`src/rtl/seg7_pkg.sv`:
```
// Shared seven-segment encoding: active-low gfedcba patterns and nibble codes.
// Both the scan driver and the scan capture import this so the tables match.
package seg7_pkg;

    localparam logic [6:0] SEG7_DIGITS [0:9] = '{
        7'b1000000,   // 0
        7'b1111001,   // 1
        7'b0100100,   // 2
        7'b0110000,   // 3
        7'b0011001,   // 4
        7'b0010010,   // 5
        7'b0000010,   // 6
        7'b1111000,   // 7
        7'b0000000,   // 8
        7'b0010000    // 9
    };

    localparam logic [6:0] SEG7_BLANK_PAT = 7'h7F;
    localparam logic [3:0] SEG7_BLANK     = 4'hF;
    localparam logic [3:0] SEG7_ERR       = 4'hE;

    // Position of the set bit in a one-hot byte (0 when none set).
    function automatic logic [2:0] onehot_index(input logic [7:0] v);
        logic [2:0] idx;
        idx = '0;
        for (int i = 0; i < 8; i++) begin
            if (v[i]) idx = 3'(i);
        end
        return idx;
    endfunction

endpackage

```
`src/rtl/seg7_decode.sv`:
```
// Combinational decode of an active-low gfedcba pattern into a 4-bit code.
module seg7_decode
    import seg7_pkg::*;
(
    input  logic [6:0] i_seg,
    output logic [3:0] o_code,
    output logic       o_blank,
    output logic       o_err
);

    // Table lookup; anything that is neither a digit nor blank is an error code.
    always_comb begin
        o_code = SEG7_ERR;
        if (i_seg == SEG7_BLANK_PAT) o_code = SEG7_BLANK;
        for (int d = 0; d < 10; d++) begin
            if (i_seg == SEG7_DIGITS[d]) o_code = 4'(d);
        end
        o_blank = (o_code == SEG7_BLANK);
        o_err   = (o_code == SEG7_ERR);
    end

endmodule

```
`src/rtl/seven_seg_scan_capture.sv`:
```
// Watches a multiplexed active-low seven-segment scan bus and rebuilds the
// displayed 8-digit frame, publishing it once it repeats STABLE_FRAMES times.
module seven_seg_scan_capture
    import seg7_pkg::*;
#(
    parameter int SETTLE_CYCLES  = 16,
    parameter int STABLE_FRAMES  = 2,
    parameter int TIMEOUT_CYCLES = 2_000_000
) (
    input  logic        clk,
    input  logic        reset,
    input  logic [6:0]  seg,
    input  logic [7:0]  an,
    output logic [31:0] digits,
    output logic [7:0]  blank_mask,
    output logic [7:0]  err_mask,
    output logic        frame_valid,
    output logic        scan_err,
    output logic        no_signal
);

    localparam int DW = $clog2(SETTLE_CYCLES + 1);
    localparam int SW = $clog2(STABLE_FRAMES + 1);
    localparam int TW = $clog2(TIMEOUT_CYCLES + 1);

    logic [6:0]  r_seg, r_seg_d;
    logic [7:0]  r_an, r_an_d;
    logic [DW-1:0] r_dwell;
    logic        r_sampled, r_multi_d;
    logic [TW-1:0] r_idle;
    logic [31:0] r_sh_dig, r_prev_dig, r_digits;
    logic [7:0]  r_sh_blank, r_sh_err, r_seen;
    logic [7:0]  r_prev_blank, r_prev_err, r_blank, r_err;
    logic        r_prev_valid, r_frame_valid, r_scan_err, r_no_signal;
    logic [SW-1:0] r_stable;

    logic        w_same, w_one_low, w_multi, w_sample, w_close, w_match;
    logic        w_publish, w_timeout, w_dblank, w_derr;
    logic [DW-1:0] w_dwell;
    logic [SW-1:0] w_stable_nxt;
    logic [2:0]  w_idx;
    logic [3:0]  w_code;
    logic [31:0] w_cl_dig;
    logic [7:0]  w_cl_blank, w_cl_err;

    seg7_decode u_decode (
        .i_seg   (r_seg),
        .o_code  (w_code),
        .o_blank (w_dblank),
        .o_err   (w_derr)
    );

    // Dwell length of the current pair (saturates at the sample point) and sample qualification.
    always_comb begin
        w_same    = (r_an == r_an_d) && (r_seg == r_seg_d);
        w_dwell   = '0;
        if (w_same) w_dwell = (r_dwell == DW'(SETTLE_CYCLES - 1)) ? r_dwell : r_dwell + DW'(1);
        w_one_low = $onehot(~r_an);
        w_multi   = (r_an != 8'hFF) && !w_one_low;
        w_sample  = w_one_low && !r_sampled && (w_dwell == DW'(SETTLE_CYCLES - 1));
        w_idx     = onehot_index(~r_an);
        w_close   = w_sample && (w_idx == 3'd0) && (r_seen != 8'h00);
        w_timeout = !w_sample && (r_idle == TW'(TIMEOUT_CYCLES - 1));
    end

    // Closed-frame view of the shadow, its comparison with the previous close and publish decision.
    always_comb begin
        w_cl_dig = '0;
        for (int i = 0; i < 8; i++) begin
            w_cl_dig[4*i +: 4] = r_seen[i] ? r_sh_dig[4*i +: 4] : SEG7_BLANK;
        end
        w_cl_blank   = ~r_seen | r_sh_blank;
        w_cl_err     = r_seen & r_sh_err;
        w_match      = r_prev_valid && (w_cl_dig == r_prev_dig) &&
                       (w_cl_blank == r_prev_blank) && (w_cl_err == r_prev_err);
        w_stable_nxt = SW'(1);
        if (w_match) w_stable_nxt = (r_stable == SW'(STABLE_FRAMES)) ? r_stable : r_stable + SW'(1);
        w_publish    = w_close && (w_stable_nxt >= SW'(STABLE_FRAMES));
    end

    // Input capture, dwell counter, one-sample-per-dwell flag and multi-low edge detect.
    always_ff @(posedge clk) begin
        if (reset) begin
            r_an       <= 8'hFF;
            r_an_d     <= 8'hFF;
            r_seg      <= SEG7_BLANK_PAT;
            r_seg_d    <= SEG7_BLANK_PAT;
            r_dwell    <= '0;
            r_sampled  <= 1'b0;
            r_multi_d  <= 1'b0;
            r_scan_err <= 1'b0;
        end else begin
            r_an       <= an;
            r_an_d     <= r_an;
            r_seg      <= seg;
            r_seg_d    <= r_seg;
            r_dwell    <= w_dwell;
            r_sampled  <= w_same && (r_sampled || w_sample);
            r_multi_d  <= w_multi;
            r_scan_err <= w_multi && !r_multi_d;
        end
    end

    // Shadow frame assembly, stability tracking, publication and loss-of-signal handling.
    always_ff @(posedge clk) begin
        if (reset) begin
            r_idle        <= '0;
            r_no_signal   <= 1'b1;
            r_sh_dig      <= '0;
            r_sh_blank    <= '0;
            r_sh_err      <= '0;
            r_seen        <= '0;
            r_prev_dig    <= '0;
            r_prev_blank  <= '0;
            r_prev_err    <= '0;
            r_prev_valid  <= 1'b0;
            r_stable      <= '0;
            r_digits      <= 32'hFFFF_FFFF;
            r_blank       <= 8'hFF;
            r_err         <= 8'h00;
            r_frame_valid <= 1'b0;
        end else begin
            r_frame_valid <= 1'b0;
            if (w_sample) begin
                r_idle      <= '0;
                r_no_signal <= 1'b0;
                if (w_close) begin
                    r_prev_dig   <= w_cl_dig;
                    r_prev_blank <= w_cl_blank;
                    r_prev_err   <= w_cl_err;
                    r_prev_valid <= 1'b1;
                    r_stable     <= w_stable_nxt;
                    if (w_publish) begin
                        r_digits      <= w_cl_dig;
                        r_blank       <= w_cl_blank;
                        r_err         <= w_cl_err;
                        r_frame_valid <= 1'b1;
                    end
                    r_sh_dig   <= {28'h0, w_code};
                    r_sh_blank <= {7'h0, w_dblank};
                    r_sh_err   <= {7'h0, w_derr};
                    r_seen     <= 8'h01;
                end else begin
                    r_sh_dig[{w_idx, 2'b00} +: 4] <= w_code;
                    r_sh_blank[w_idx]             <= w_dblank;
                    r_sh_err[w_idx]               <= w_derr;
                    r_seen[w_idx]                 <= 1'b1;
                end
            end else if (w_timeout) begin
                r_idle       <= TW'(TIMEOUT_CYCLES);
                r_no_signal  <= 1'b1;
                r_sh_dig     <= '0;
                r_sh_blank   <= '0;
                r_sh_err     <= '0;
                r_seen       <= '0;
                r_prev_dig   <= '0;
                r_prev_blank <= '0;
                r_prev_err   <= '0;
                r_prev_valid <= 1'b0;
                r_stable     <= '0;
                r_digits     <= 32'hFFFF_FFFF;
                r_blank      <= 8'hFF;
                r_err        <= 8'h00;
            end else if (r_idle != TW'(TIMEOUT_CYCLES)) begin
                r_idle <= r_idle + TW'(1);
            end
        end
    end

    assign digits      = r_digits;
    assign blank_mask  = r_blank;
    assign err_mask    = r_err;
    assign frame_valid = r_frame_valid;
    assign scan_err    = r_scan_err;
    assign no_signal   = r_no_signal;

endmodule

```
`config.mk`:
```
export PLATFORM = sky130hd
export DESIGN_NAME = seven_seg_scan_capture
export DESIGN_NICKNAME = d
export VERILOG_FILES = /design/src/rtl/seg7_pkg.sv /design/src/rtl/seg7_decode.sv /design/src/rtl/seven_seg_scan_capture.sv
export SDC_FILE = /design/constraint.sdc
export NUM_CORES = 1
export LEC_CHECK = 0
export ABC_AREA = 1
export ABC_CLOCK_PERIOD_IN_PS = 9370
export CAP_MARGIN = 25
export CORE_ASPECT_RATIO = 1.1
export CORE_MARGIN = 2
export CORE_UTILIZATION = 35
export DETAILED_ROUTE_END_ITERATION = 8
export DONT_BUFFER_PORTS = 1
export SYNTH_ARGS = -nofsm -noshare
export SYNTH_HDL_FRONTEND = slang
export SYNTH_HIERARCHICAL = 1
export SYNTH_SLANG_ARGS = --single-unit
export TNS_END_PERCENT = 50
```
`constraint.sdc`:
```
create_clock -name clk -period 9.37 [get_ports clk]
set_input_delay 0.937 -clock clk [delete_from_list [all_inputs] [get_ports clk]]
set_output_delay 0.937 -clock clk [all_outputs]
set_load 0.05 [all_outputs]
```
==> reports/results.txt <==
At the pin with the least slew margin, the transition time is 0.963 ns. Using the TritonRoute via totals, the vias-per-cell ratio works out to 4.82. The synthesized netlist occupies a cell area of 11200 um^2. The portion of the post-synthesis area used by sequential elements came out at 0.386. The tools report the number of I/O pins as 68.

In this run the critical register-to-register path is captured at r_stable[0]. The time the worst path needs with I/O delays and setup is 5.94 ns, and the weighted congestion at the end of routability-driven global placement is 0.883. Buffers inserted to repair hold after CTS numbered 0. The via count was 10.2k. The largest family of logic cells by synthesized area was simple AND/OR/NAND/NOR gates. In this run the critical register-to-register path is launched from r_an[0].

The share of cells above drive strength 1 came out at 0.0658. The detail route stage leaves a number of antenna-violating nets equal to 0. The die span in y is 192 um, and the final routed wire length divided by cell count is 14.5 um. The area growth from synthesis to layout is 9.12%. A synthesized cell averages 6.56 um^2.

The mux contribution to synthesized area was 0; the total routed wirelength was 30500 um. After synthesis, the netlist uses 39 different library cells. Synthesis produced a netlist with a net count of 1742. The ratio of final minimum period to clock period is 0.634, and the area fraction of the dominant cell type after synthesis is 0.386. The number of failing hold endpoints at the final stage was 0.

Setup repair after global routing left no endpoint under its margin. Depth of the CTS H-tree: 1. The tools report the reported max-cap violation count as 0. The cell count after synthesis came out at 1709. IR analysis of the VDD net gives a maximum drop of 0.119 mV. The critical path is of the reg2reg type. The number of detailed-route iterations in the first pass is 5.

In this run the clock root is driven by a sky130_fd_sc_hd__clkbuf_16. The run gives 6.40 ns as the arrival time at the worst endpoint. The worst register-to-register path has a depth of 18. The power density of the placed cells came out at 165 nW/um^2. For the worst setup path, the data required time is 9.83 ns. The tools report the max-slew violation total from the final report as 0. The tree built by TritonCTS fans out to 216 sinks.

The run gives 0 as the number of setup violations in the final report. The tools report the initial core utilization as 0.356. The clock-pin slew reported for the worst setup and hold paths after clock tree synthesis was 0.06 ns.

TritonCTS built the clock tree. The initial detailed-routing violation count was 768; the number of non-filler instances in the completed layout was 2108. Sorting the synthesized cells by area gives the leading types as sky130_fd_sc_hd__dfxtp_1, sky130_fd_sc_hd__nand2_1, sky130_fd_sc_hd__inv_1. The clock passes through at most 3 buffers.

Derived from the worst setup path, the maximum achievable clock frequency is 168 MHz. Entering global routing, the biggest net connects 84 pins. The startpoint type of the worst setup path was a register. For this run, the number of Yosys warnings is 6. The tools report the aggregate negative setup slack as 0 ns.

The hold-critical path endpoint is scan_err. The net count of the finished layout is 1705. The logs give 0.55 ns for the clock insertion delay at the later pin of the skew report and 68 for the number of rows created at floorplan. The number of antenna violations at the first check in global routing is 1.

The area fraction in compound gates after synthesis was 0.0516. The adder-cell share of the synthesized area is 0.0205, and the x dimension of the die is 175 um. The tools report the worst max-slew margin expressed relative to the limit as 0.356. Of all cell types, the one taking the most synthesized area is sky130_fd_sc_hd__dfxtp_1. The synthesized design contains 216 register bits. Counting tap cells, the placed design contains a total of 2065 instances. The all-layer global routing usage is 0.181, and the count of port buffers added during placement is 0. For the total core area, the log shows 31500 um^2.

In this run, post-CTS repair resized a total of 0 instances. Counting the buffers created by CTS gives 25. Setup slack on the worst reg-to-reg path comes out at 3.43 ns.

The async set-reset flop share out of synthesis was 0; the residual DRC count was 0. Summed over all layers, the global routing overflow is 0. The global-route wire length before repair came out at 49400 um. The die covers 33500 um^2.

The analysis attributes to cell leakage a power of 0.00549 uW. Counting flops with a built-in enable in the synthesized netlist gives 0. The logs give 0.0187 ns for the largest clock skew in the final design and 0 for the antenna diode count. The tightest min-delay check is of the reg2reg type. The worst setup path is captured at a register.

The number of cells on the worst hold path was 1; the number of global-route vias before repair was 9433. The xor/xnor share of the synthesized area is 0.0141. Among all flip-flop cells after synthesis, the most frequent one is sky130_fd_sc_hd__dfxtp_1.

Once detailed placement completed, the half-perimeter wirelength came to 21900 um. The run finished with clean final reports. The source of the worst hold timing path is r_multi_d. Share of synthesized cell area in and, or, nand and nor gates: 0.417. In this run the worst path has a maximum fanout of 57. The number of setup buffers added after CTS is 0.
[synthesized netlist by cell type (9+ instances only)]
cell type / count
sky130_fd_sc_hd__a21oi_1: 40
sky130_fd_sc_hd__buf_2: 27
sky130_fd_sc_hd__clkbuf_1: 23
sky130_fd_sc_hd__dfxtp_1: 216
sky130_fd_sc_hd__ha_1: 12
sky130_fd_sc_hd__inv_1: 219
sky130_fd_sc_hd__inv_2: 15
sky130_fd_sc_hd__nand2_1: 540
sky130_fd_sc_hd__nand3_1: 132
sky130_fd_sc_hd__nand3b_1: 48
sky130_fd_sc_hd__nand4_1: 60
sky130_fd_sc_hd__nor2_1: 186
sky130_fd_sc_hd__nor2_2: 9
sky130_fd_sc_hd__nor3_1: 24
sky130_fd_sc_hd__o21ai_0: 37
sky130_fd_sc_hd__o22ai_1: 12
sky130_fd_sc_hd__or2_2: 19
sky130_fd_sc_hd__xor2_1: 10
[layer usage]
metal / share of wire / GRT usage
met5: 0 / 0
met3: 0.056 / 0.0236
met4: 0.033 / 0.0660
met1: 0.47 / 0.240
met2: 0.44 / 0.300
[state kept, by name (all words and copies together), names as in the netlist, 21 cells and up]
signal,cells
r_idle,21
r_sh_dig,32
digits,32
r_prev_dig,32
[power breakdown]
group          internal (uW)  switching, uW  leakage [uW]
clock network            560            411      0.000403
logic                   30.9           74.0       0.00334
registers                928           12.6       0.00175
total                   1520            498       0.00549
[placed cells by master, fill, tap and decap left out, types with 24 or more instances in the layout]
cell type                   count
sky130_fd_sc_hd__nor3_1        24
sky130_fd_sc_hd__o21ai_0       37
sky130_fd_sc_hd__inv_1        219
sky130_fd_sc_hd__nand3b_1      48
sky130_fd_sc_hd__nor2_1       186
sky130_fd_sc_hd__nand2_1      539
sky130_fd_sc_hd__a21oi_1       40
sky130_fd_sc_hd__clkbuf_16     25
sky130_fd_sc_hd__nand3_1      132
sky130_fd_sc_hd__dfxtp_1      216
sky130_fd_sc_hd__nand4_1       60
[area by class of cell]
class,instances,area [um^2]
clock buffer,32,702
clock inverter,11,113
fill,3415,19200
inverter,238,896
multi-input combinational,1187,5640
sequential,216,4320
tap,420,526
timing repair buffer,4,30.0
[worst max path at each step]
stage          startpoint             end  slack, ns  cells past startpoint
2_1_floorplan     r_an[0]    r_sh_dig[24]       5.38                     19
6_report          r_an[0]     r_stable[0]       3.43                     18
4_1_cts           r_an[0]     r_stable[0]       3.45                     18
3_5_place_dp      r_an[0]     r_stable[0]       3.45                     18
5_1_grt           r_an[0]  r_prev_dig[13]       3.05                     18
3_3_place_gp      r_an[0]  r_prev_dig[25]       3.60                     18
[kinds of logic (layout without fill, tap and decap cells)]
family          count (synthesis)  after routing
simple gates                 1047           1047
flops                         216            216
fa+ha+maj                      16             16
compound gates                106            106
buf+inv                       306            285
xor+xnor                       18             18
[per-stage QoR]
| step | worst slack, ns | util | power [uW] | instance area, um^2 | hold slack, ns |
|---|---|---|---|---|---|
| after floorplan | 5.38 | - | 1040 | 11200 | 0.373 |
| after global placement | 3.60 | 0.363 | 1060 | 11400 | 0.382 |
| after detailed placement | 3.45 | 0.363 | 1060 | 11400 | 0.379 |
| after CTS | 3.45 | 0.389 | 2040 | 12200 | 0.391 |
| after global routing | 3.05 | 0.389 | 2090 | 12200 | 0.413 |
| final | 3.43 | 0.389 | 2020 | 12200 | 0.389 |
[critical path, cell delays in order, from the launching register on]
cell and delay, ns:
sky130_fd_sc_hd__dfxtp_1 0.36, sky130_fd_sc_hd__fa_1 0.55, sky130_fd_sc_hd__inv_1 0.05, sky130_fd_sc_hd__fa_1 0.45
sky130_fd_sc_hd__fa_1 0.50, sky130_fd_sc_hd__ha_1 0.16, sky130_fd_sc_hd__inv_1 0.05, sky130_fd_sc_hd__fa_1 0.44
sky130_fd_sc_hd__nand2_1 0.07, sky130_fd_sc_hd__a21oi_1 0.05, sky130_fd_sc_hd__nand3_1 0.09, sky130_fd_sc_hd__nor2_1 0.07
sky130_fd_sc_hd__nand4_4 0.10, sky130_fd_sc_hd__buf_4 0.48, sky130_fd_sc_hd__nand2_1 0.73, sky130_fd_sc_hd__nand2_2 0.20
sky130_fd_sc_hd__buf_4 0.53, sky130_fd_sc_hd__nand2_2 0.58, sky130_fd_sc_hd__o21ai_0 0.36
(Power assumes the default switching activity.)
